==> src/rtl/nor_logic_unit_if.sv <==
// ============================================================================
//  Module      : nor_logic_unit_if
//  Description : Operand/result stream bundle for nor_logic_unit.
//                The master drives operands and consumes results.
//                The slave is the logic unit itself.
//  Revision    : 1.0  initial release
// ============================================================================
`default_nettype none

interface nor_logic_unit_if #(
   parameter int WIDTH = 8
);
   logic             in_valid;
   logic             in_ready;
   logic [2:0]       op;
   logic [WIDTH-1:0] a;
   logic [WIDTH-1:0] b;
   logic             out_valid;
   logic             out_ready;
   logic [WIDTH-1:0] y;

   modport master (
      output in_valid, op, a, b, out_ready,
      input  in_ready, out_valid, y
   );

   modport slave (
      input  in_valid, op, a, b, out_ready,
      output in_ready, out_valid, y
   );
endinterface

`default_nettype wire

==> src/rtl/nor_logic_unit.sv <==
// ============================================================================
//  Module      : nor_logic_unit
//  Description : Registered WIDTH-bit logic unit with eight bitwise ops, every
//                one built only from 2-input NOR gates. It has a valid/ready
//                stream with a one-deep output register. A built-in self-test
//                sweeps all op/operand combinations through the same NOR
//                network and checks them against a golden truth table.
//  Revision    : 1.0  initial release
// ============================================================================
`default_nettype none

module nor_logic_unit #(
   parameter int WIDTH = 8
) (
   input  wire logic           clk,
   input  wire logic           rst,
   nor_logic_unit_if.slave     bus,
   input  wire logic           bist_start,
   input  wire logic           bist_inject,
   output logic                bist_busy,
   output logic                bist_done,
   output logic                bist_pass
);

   // Op encoding
   localparam logic [2:0] c_OP_OR   = 3'd0;
   localparam logic [2:0] c_OP_NOR  = 3'd1;
   localparam logic [2:0] c_OP_AND  = 3'd2;
   localparam logic [2:0] c_OP_NAND = 3'd3;
   localparam logic [2:0] c_OP_XOR  = 3'd4;
   localparam logic [2:0] c_OP_XNOR = 3'd5;
   localparam logic [2:0] c_OP_NOTA = 3'd6;
   localparam logic [2:0] c_OP_BUFA = 3'd7;

   // Golden truth table indexed by the BIST vector {op, a, b}.
   // Each nibble is one op, bit index {a,b}; op 7 in the top nibble.
   localparam logic [31:0] c_GOLDEN = 32'hC396_781E;

   typedef enum logic [1:0] {
      S_IDLE  = 2'd0,
      S_DRAIN = 2'd1,
      S_RUN   = 2'd2,
      S_DONE  = 2'd3
   } state_t;

   state_t           r_state;
   state_t           w_state_nxt;
   logic [4:0]       r_vec;
   logic             r_fail;
   logic             r_pass;
   logic             r_out_valid;
   logic [WIDTH-1:0] r_y;

   logic             w_run;
   logic [2:0]       w_op;
   logic [WIDTH-1:0] w_a;
   logic [WIDTH-1:0] w_b;

   // NOR network nodes, one bit per lane
   logic [WIDTH-1:0] w_nor;
   logic [WIDTH-1:0] w_or;
   logic [WIDTH-1:0] w_na;
   logic [WIDTH-1:0] w_nb;
   logic [WIDTH-1:0] w_and;
   logic [WIDTH-1:0] w_nand;
   logic [WIDTH-1:0] w_x2;
   logic [WIDTH-1:0] w_x3;
   logic [WIDTH-1:0] w_xnor;
   logic [WIDTH-1:0] w_xor;
   logic [WIDTH-1:0] w_buf;

   logic [WIDTH-1:0] w_net_y;
   logic [WIDTH-1:0] w_inj_mask;
   logic [WIDTH-1:0] w_gold;
   logic             w_mismatch;
   logic             w_in_ready;
   logic             w_xfer;

   // The one primitive every lane is built from
   function automatic logic f_nor2(input logic x, input logic z);
      return ~(x | z);
   endfunction

   // During RUN the network is driven by the self-test vector, otherwise by the bus
   assign w_run = (r_state == S_RUN);
   assign w_op  = w_run ? r_vec[4:2]        : bus.op;
   assign w_a   = w_run ? {WIDTH{r_vec[1]}} : bus.a;
   assign w_b   = w_run ? {WIDTH{r_vec[0]}} : bus.b;

   generate
      for (genvar i = 0; i < WIDTH; i++) begin : g_lane
         assign w_nor[i]  = f_nor2(w_a[i],   w_b[i]);
         assign w_or[i]   = f_nor2(w_nor[i], w_nor[i]);
         assign w_na[i]   = f_nor2(w_a[i],   w_a[i]);
         assign w_nb[i]   = f_nor2(w_b[i],   w_b[i]);
         assign w_and[i]  = f_nor2(w_na[i],  w_nb[i]);
         assign w_nand[i] = f_nor2(w_and[i], w_and[i]);
         // x2 = ~a & b, x3 = a & ~b; their NOR is XNOR
         assign w_x2[i]   = f_nor2(w_a[i],   w_nor[i]);
         assign w_x3[i]   = f_nor2(w_b[i],   w_nor[i]);
         assign w_xnor[i] = f_nor2(w_x2[i],  w_x3[i]);
         assign w_xor[i]  = f_nor2(w_xnor[i], w_xnor[i]);
         assign w_buf[i]  = f_nor2(w_na[i],  w_na[i]);
      end
   endgenerate

   // Op select among the NOR-network outputs
   always_comb begin
      w_net_y = '0;
      case (w_op)
         c_OP_OR:   w_net_y = w_or;
         c_OP_NOR:  w_net_y = w_nor;
         c_OP_AND:  w_net_y = w_and;
         c_OP_NAND: w_net_y = w_nand;
         c_OP_XOR:  w_net_y = w_xor;
         c_OP_XNOR: w_net_y = w_xnor;
         c_OP_NOTA: w_net_y = w_na;
         c_OP_BUFA: w_net_y = w_buf;
         default:   w_net_y = '0;
      endcase
   end

   // Self-test compare: optional bit-0 fault injection, then check all lanes
   always_comb begin
      w_inj_mask    = '0;
      w_inj_mask[0] = bist_inject;
   end

   assign w_gold     = {WIDTH{c_GOLDEN[r_vec]}};
   assign w_mismatch = ((w_net_y ^ w_inj_mask) != w_gold);

   // Handshake
   assign w_in_ready    = (r_state == S_IDLE) && (!r_out_valid || bus.out_ready);
   assign w_xfer        = bus.in_valid && w_in_ready;
   assign bus.in_ready  = w_in_ready;
   assign bus.out_valid = r_out_valid;
   assign bus.y         = r_y;

   assign bist_busy = (r_state != S_IDLE);
   assign bist_done = (r_state == S_DONE);
   assign bist_pass = r_pass;

   // Self-test FSM next-state logic
   always_comb begin
      w_state_nxt = r_state;
      case (r_state)
         S_IDLE:  if (bist_start)   w_state_nxt = S_DRAIN;
         S_DRAIN: if (!r_out_valid) w_state_nxt = S_RUN;
         S_RUN:   if (r_vec == 5'd31) w_state_nxt = S_DONE;
         S_DONE:  w_state_nxt = S_IDLE;
         default: w_state_nxt = S_IDLE;
      endcase
   end

   // Self-test FSM state register
   always_ff @(posedge clk or posedge rst) begin
      if (rst) begin
         r_state <= S_IDLE;
      end else begin
         r_state <= w_state_nxt;
      end
   end

   // Vector counter runs only while sweeping and restarts from zero each run
   always_ff @(posedge clk or posedge rst) begin
      if (rst) begin
         r_vec <= '0;
      end else if (r_state == S_RUN) begin
         r_vec <= r_vec + 5'd1;
      end else begin
         r_vec <= '0;
      end
   end

   // Sticky fail flag and pass result, both cleared by an accepted start
   always_ff @(posedge clk or posedge rst) begin
      if (rst) begin
         r_fail <= 1'b0;
         r_pass <= 1'b0;
      end else begin
         if (r_state == S_IDLE && bist_start) begin
            r_fail <= 1'b0;
            r_pass <= 1'b0;
         end else if (r_state == S_RUN && w_mismatch) begin
            r_fail <= 1'b1;
         end else if (r_state == S_DONE) begin
            r_pass <= !r_fail;
         end
      end
   end

   // One-deep output register: load on transfer, drop valid on drain
   always_ff @(posedge clk or posedge rst) begin
      if (rst) begin
         r_y         <= '0;
         r_out_valid <= 1'b0;
      end else if (w_xfer) begin
         r_y         <= w_net_y;
         r_out_valid <= 1'b1;
      end else if (r_out_valid && bus.out_ready) begin
         r_out_valid <= 1'b0;
      end
   end

endmodule

`default_nettype wire

==> src/flat_wrapper.sv <==
// flat-port wrapper written by rule: the top's interface ports become plain ports
module nor_logic_unit_flat 
#(
   parameter int WIDTH = 8
)
  (clk, rst, bist_start, bist_inject, bist_busy, bist_done, bist_pass, bus_in_valid, bus_op, bus_a, bus_b, bus_out_ready, bus_in_ready, bus_out_valid, bus_y);
  nor_logic_unit_if #(.WIDTH(WIDTH)) bus_i ();
  input  wire logic clk;
  input  wire logic rst;
  input  wire logic bist_start;
  input  wire logic bist_inject;
  output logic bist_busy;
  output logic bist_done;
  output logic bist_pass;
  input wire logic [$bits(bus_i.in_valid)-1:0] bus_in_valid;
  input wire logic [$bits(bus_i.op)-1:0] bus_op;
  input wire logic [$bits(bus_i.a)-1:0] bus_a;
  input wire logic [$bits(bus_i.b)-1:0] bus_b;
  input wire logic [$bits(bus_i.out_ready)-1:0] bus_out_ready;
  output wire logic [$bits(bus_i.in_ready)-1:0] bus_in_ready;
  output wire logic [$bits(bus_i.out_valid)-1:0] bus_out_valid;
  output wire logic [$bits(bus_i.y)-1:0] bus_y;
  assign bus_i.in_valid = bus_in_valid;
  assign bus_i.op = bus_op;
  assign bus_i.a = bus_a;
  assign bus_i.b = bus_b;
  assign bus_i.out_ready = bus_out_ready;
  assign bus_in_ready = bus_i.in_ready;
  assign bus_out_valid = bus_i.out_valid;
  assign bus_y = bus_i.y;
  nor_logic_unit #(.WIDTH(WIDTH)) u_core (.clk(clk), .rst(rst), .bus(bus_i), .bist_start(bist_start), .bist_inject(bist_inject), .bist_busy(bist_busy), .bist_done(bist_done), .bist_pass(bist_pass));
endmodule
==> config.mk <==
export PLATFORM = sky130hd
export DESIGN_NAME = nor_logic_unit_flat
export DESIGN_NICKNAME = d
export VERILOG_FILES = /design/src/rtl/nor_logic_unit_if.sv /design/src/rtl/nor_logic_unit.sv /design/src/flat_wrapper.sv
export SDC_FILE = /design/constraint.sdc
export NUM_CORES = 1
export LEC_CHECK = 0
export CORE_MARGIN = 2
export CORE_UTILIZATION = 40
export CTS_CLUSTER_SIZE = 14
export DETAILED_ROUTE_END_ITERATION = 10
export PLACE_DENSITY = 0.7
export SLEW_MARGIN = 25
export SYNTH_ARGS = -nofsm -noshare
export SYNTH_HDL_FRONTEND = slang
export SYNTH_SLANG_ARGS = --single-unit
export TNS_END_PERCENT = 100
==> constraint.sdc <==
create_clock -name clk -period 8.85 [get_ports clk]
set_clock_uncertainty 0.2 [all_clocks]
set_input_delay 2.2125 -clock clk [delete_from_list [all_inputs] [get_ports clk]]
set_output_delay 2.2125 -clock clk [all_outputs]
set_load 0.02 [all_outputs]
==> impl_metrics.csv <==
group,metric,value,unit
clocking,htree_levels,1,
logic_synthesis,synth_cells,270,
route,drt_iter0_markers,111,
logic_synthesis,synth_compound_area_share,23.2,%
critical_path,crit_required,6.44,ns
final_layout,drive_gt1_share,7.07,%
logic_synthesis,synth_cell_types,61,
critical_path,cp_cell_sequence,"clkdlybuf4s50_1, nand2b_1, and2_1, clkdlybuf4s50_1",
pwr,total_power,0.000841,W
final_layout,multi_input_area,1680,sq um
route,ant_nets,0,
floorplanning,die_w,80.1,um
grt,grt_pass1_vias,2014,
timing,slew_headroom,33.3,%
run,max-cap-violations,0,
clocking,cts_tree,"built",
route,drtPass1Iterations,5,
pwr,powerDensity,306,nW/um^2
run_status,status,"completed",
critical_path,cp_slowest_cell,"clkdlybuf4s50_1",
clocking,clock_sinks,18,
min_path,hold_class,"flop to flop",
route,routedWlPerCell,15.7,um
floorplanning,initial_core_util,41.8,%
logic_synthesis,synth-edff-count,0,
pwr,power_frac_seq,16.9,%
logic_synthesis,synth_fa_ha_area_share,12.4,%
grt,grt_antenna_before_repair,0,
timing,hold_viol,0,
timing,setup_viol_count_final,0,
final_layout,stdcell_area,2750,sq um
critical_path,critPathMaxStageDelay,0.60,ns
clocking,post_cts_resized,0,
place,dpl_cell_area,2690,sq um
pwr,peakVddDrop,0.164,mV
logic_synthesis,synth_warnings,0,
timing,fmax,169,MHz
place,routabilityCongestion,0.842,
clocking,hold_buffers,0,
logic_synthesis,ys_seq_elements,18,
route,vias,2005,
pwr,power.share.combinational,75.0,%
pwr,swShare,48.6,%
floorplanning,core_area,5540,sq um
pwr,switching_power,0.000409,W
logic_synthesis,syn-cell-area,2310,sq um
clocking,cts_buffers,3,
logic_synthesis,synthXorXnorAreaFrac,6.11,%
logic_synthesis,synth_mux_area_share,12.5,%
critical_path,critical_path.max_fanout,2,
logic_synthesis,syn_area_per_cell,8.57,sq um
pwr,leakagePower,1.24,nW
grt,grt_usage,18.7,%
grt,grt_pass1_wl,9.67,mm
critical_path,worstSetupPathType,"input port to output port",
floorplanning,die-height,80.1,um
critical_path,worst_path_most_repeated_cell,"clkdlybuf4s50_1",
place,post-dp-hpwl,4.28,mm
floorplanning,ios,38,
pwr,p_clk_share,8.1,%
final_layout,register_area,450,sq um
floorplanning,rows,27,
timing,drv_slew,0,
critical_path,critPathArrivalTime,3.51,ns
route,vias_per_cell,5.43,
critical_path,start_kind,"input port",
logic_synthesis,syn-num-nets,318,
clocking,clk_pin_slew_worst_paths,0.07,ns
critical_path,crit_buf_inv,2,
critical_path,crit_family,"buffers and inverters",
timing,rsz0062_at_grt,"no",
route,drcViolationCount,0,
logic_synthesis,synthFlopType,"dfrtp_1",
grt,grt_max_degree,36,
final_layout,area_growth,18.6,%
critical_path,crit_path_end_kind,"output port",
timing,tns,0,ns
final_layout,nets,346,
timing,period_needed,5.92,ns
logic_synthesis,yosysSeqAreaShare,19.5,%
place,portBuffers,37,
final_layout,n_antenna_cell,0,
timing,tightest_slew,0.973,ns
clocking,clk-insertion-delay-late,0.25,ns
logic_synthesis,async_flop_share,100,%
pwr,p_int,0.000432,W
final_layout,fillers,564,
route,routed_wl,5.80,mm
timing,timing.final.crit_share,66.9,%
clocking,cts_setup_buffers,0,
logic_synthesis,synthSimpleGateAreaFrac,18.1,%
floorplanning,die-area,6410,sq um
clocking,root_buffer,"clkbuf_8",
clocking,clockBufferDepth,2,
grt,overflow,0,
logic_synthesis,synth_top_family_by_area,"compound AO/OA/AOI/OAI gates",
-- path summary, 6_finish.rpt --
kind	depth (start not counted)	slack, ns	start	endpoint
worst max-delay path	4	2.93	bus_out_ready	bus_in_ready
worst min-delay path	2	0.29	u_core.bus.y[5]$_DFFE_PP0P_	u_core.bus.y[5]$_DFFE_PP0P_
worst max register to register	14	4.88	u_core.r_state[0]$_DFFE_PP0P_	u_core.bist_pass$_DFFE_PP0P_
worst min register to register	2	0.29	u_core.bus.y[5]$_DFFE_PP0P_	u_core.bus.y[5]$_DFFE_PP0P_
max in group asynchronous	2	5.86	rst	u_core.r_vec[4]$_DFF_PP0_
min in group asynchronous	2	2.16	rst	u_core.r_vec[0]$_DFF_PP0_
-- sequential cells by signal, indices dropped and copies added (netlist names) --
name / count
u_core.r_fail: 1
u_core.r_state: 2
u_core.bus.out_valid: 1
u_core.bist_pass: 1
u_core.r_vec: 5
u_core.bus.y: 8
-- layout by cell type (no fill, tap or decap), types with 4 or more instances in the layout --
master	Yosys	routed
nor2_1	13	13
mux2i_1	20	20
dfrtp_1	18	18
nand2_1	18	18
inv_1	25	25
a211o_1	4	4
a21oi_1	10	10
xnor2_1	5	5
a211oi_1	9	9
nor2b_1	4	4
o21a_1	4	4
and2_1	9	9
clkbuf_8	0	4
ha_1	23	23
nand2b_1	7	7
xor2_1	6	6
o21ai_0	17	17
mux2_2	5	5
clkdlybuf4s50_1	0	37
-- layout make-up --
class                      count  share of cell area (%)
sequential                    18                    16.4
tap                           72                    3.28
inverter                      26                    3.55
timing repair buffer          38                    13.8
multi-input combinational    211                    61.0
clock buffer                   4                    2.00
-- through the flow --
step | worst slack [ns] | utilization, % | std cells | hold WS, ns
2_1_floorplan | 3.87 | - | 270 | 0.257
3_3_place_gp | 2.94 | 48.6 | 365 | 0.267
3_5_place_dp | 2.93 | 48.6 | 365 | 0.275
4_1_cts | 2.93 | 49.6 | 369 | 0.295
5_1_grt | 2.86 | 49.6 | 369 | 0.318
6_report | 2.93 | 49.6 | 369 | 0.288
-- per-layer routing --
layer | track usage [%] | share of wire (%) | vias up
li1 | - | - | 1019
met1 | 25.8 | 49 | 923
met2 | 31.1 | 46 | 53
met3 | 1.57 | 3.9 | 10
met4 | 5.59 | 1.5 | 0
met5 | 0 | 0 | -
-- Yosys cell counts, drive strengths merged, types with 4 or more instances --
library cell	count	area share, %
a22o	4	1.9
a211o	4	1.5
dfrtp	18	19
mux2	6	2.9
ha	23	12
nor2b	5	1.7
a21oi	12	3.2
o21a	4	1.3
nor2	14	2.4
inv	26	4.2
nor3	4	1.1
mux2i	21	9.6
o21ai	18	3.9
a211oi	9	2.9
and2	9	2.4
clkbuf	5	0.81
xnor2	5	1.9
nand2b	7	1.9
nand2	18	2.9
xor2	6	2.3
buf	10	3.1
-- power groups by stage --
stage / Sequential [W] / Clock [W] / Combinational (W)
detailed placement: 0.000145 / 0 / 0.000627
floorplan: 0.000161 / 0 / 0.000456
CTS: 0.000143 / 0.0000698 / 0.000632
global route: 0.000147 / 0.0000739 / 0.000700
finish: 0.000142 / 0.0000677 / 0.000631
global placement: 0.000143 / 0 / 0.000620
-- kinds of logic after synthesis --
| kind of cell | after synthesis |
|---|---|
| flops | 18 |
| mux | 27 |
| xor+xnor | 13 |
| compound gates | 74 |
| simple gates | 74 |
| buf+inv | 41 |
| fa+ha+maj | 23 |
-- worst reg2reg max path: stages, from the launching register on --
cell and delay, ns:
dfrtp_1 0.42, inv_1 0.13, ha_1 0.23, buf_4 0.42
inv_2 0.27, a21oi_1 0.26, ha_1 0.28, nor2b_1 0.13
a211oi_1 0.29, nor2_1 0.08, a221oi_2 0.40, nand4b_1 0.17
o41ai_1 0.07, a31oi_1 0.16, mux2_1 0.33
(Power assumes the default switching activity.)
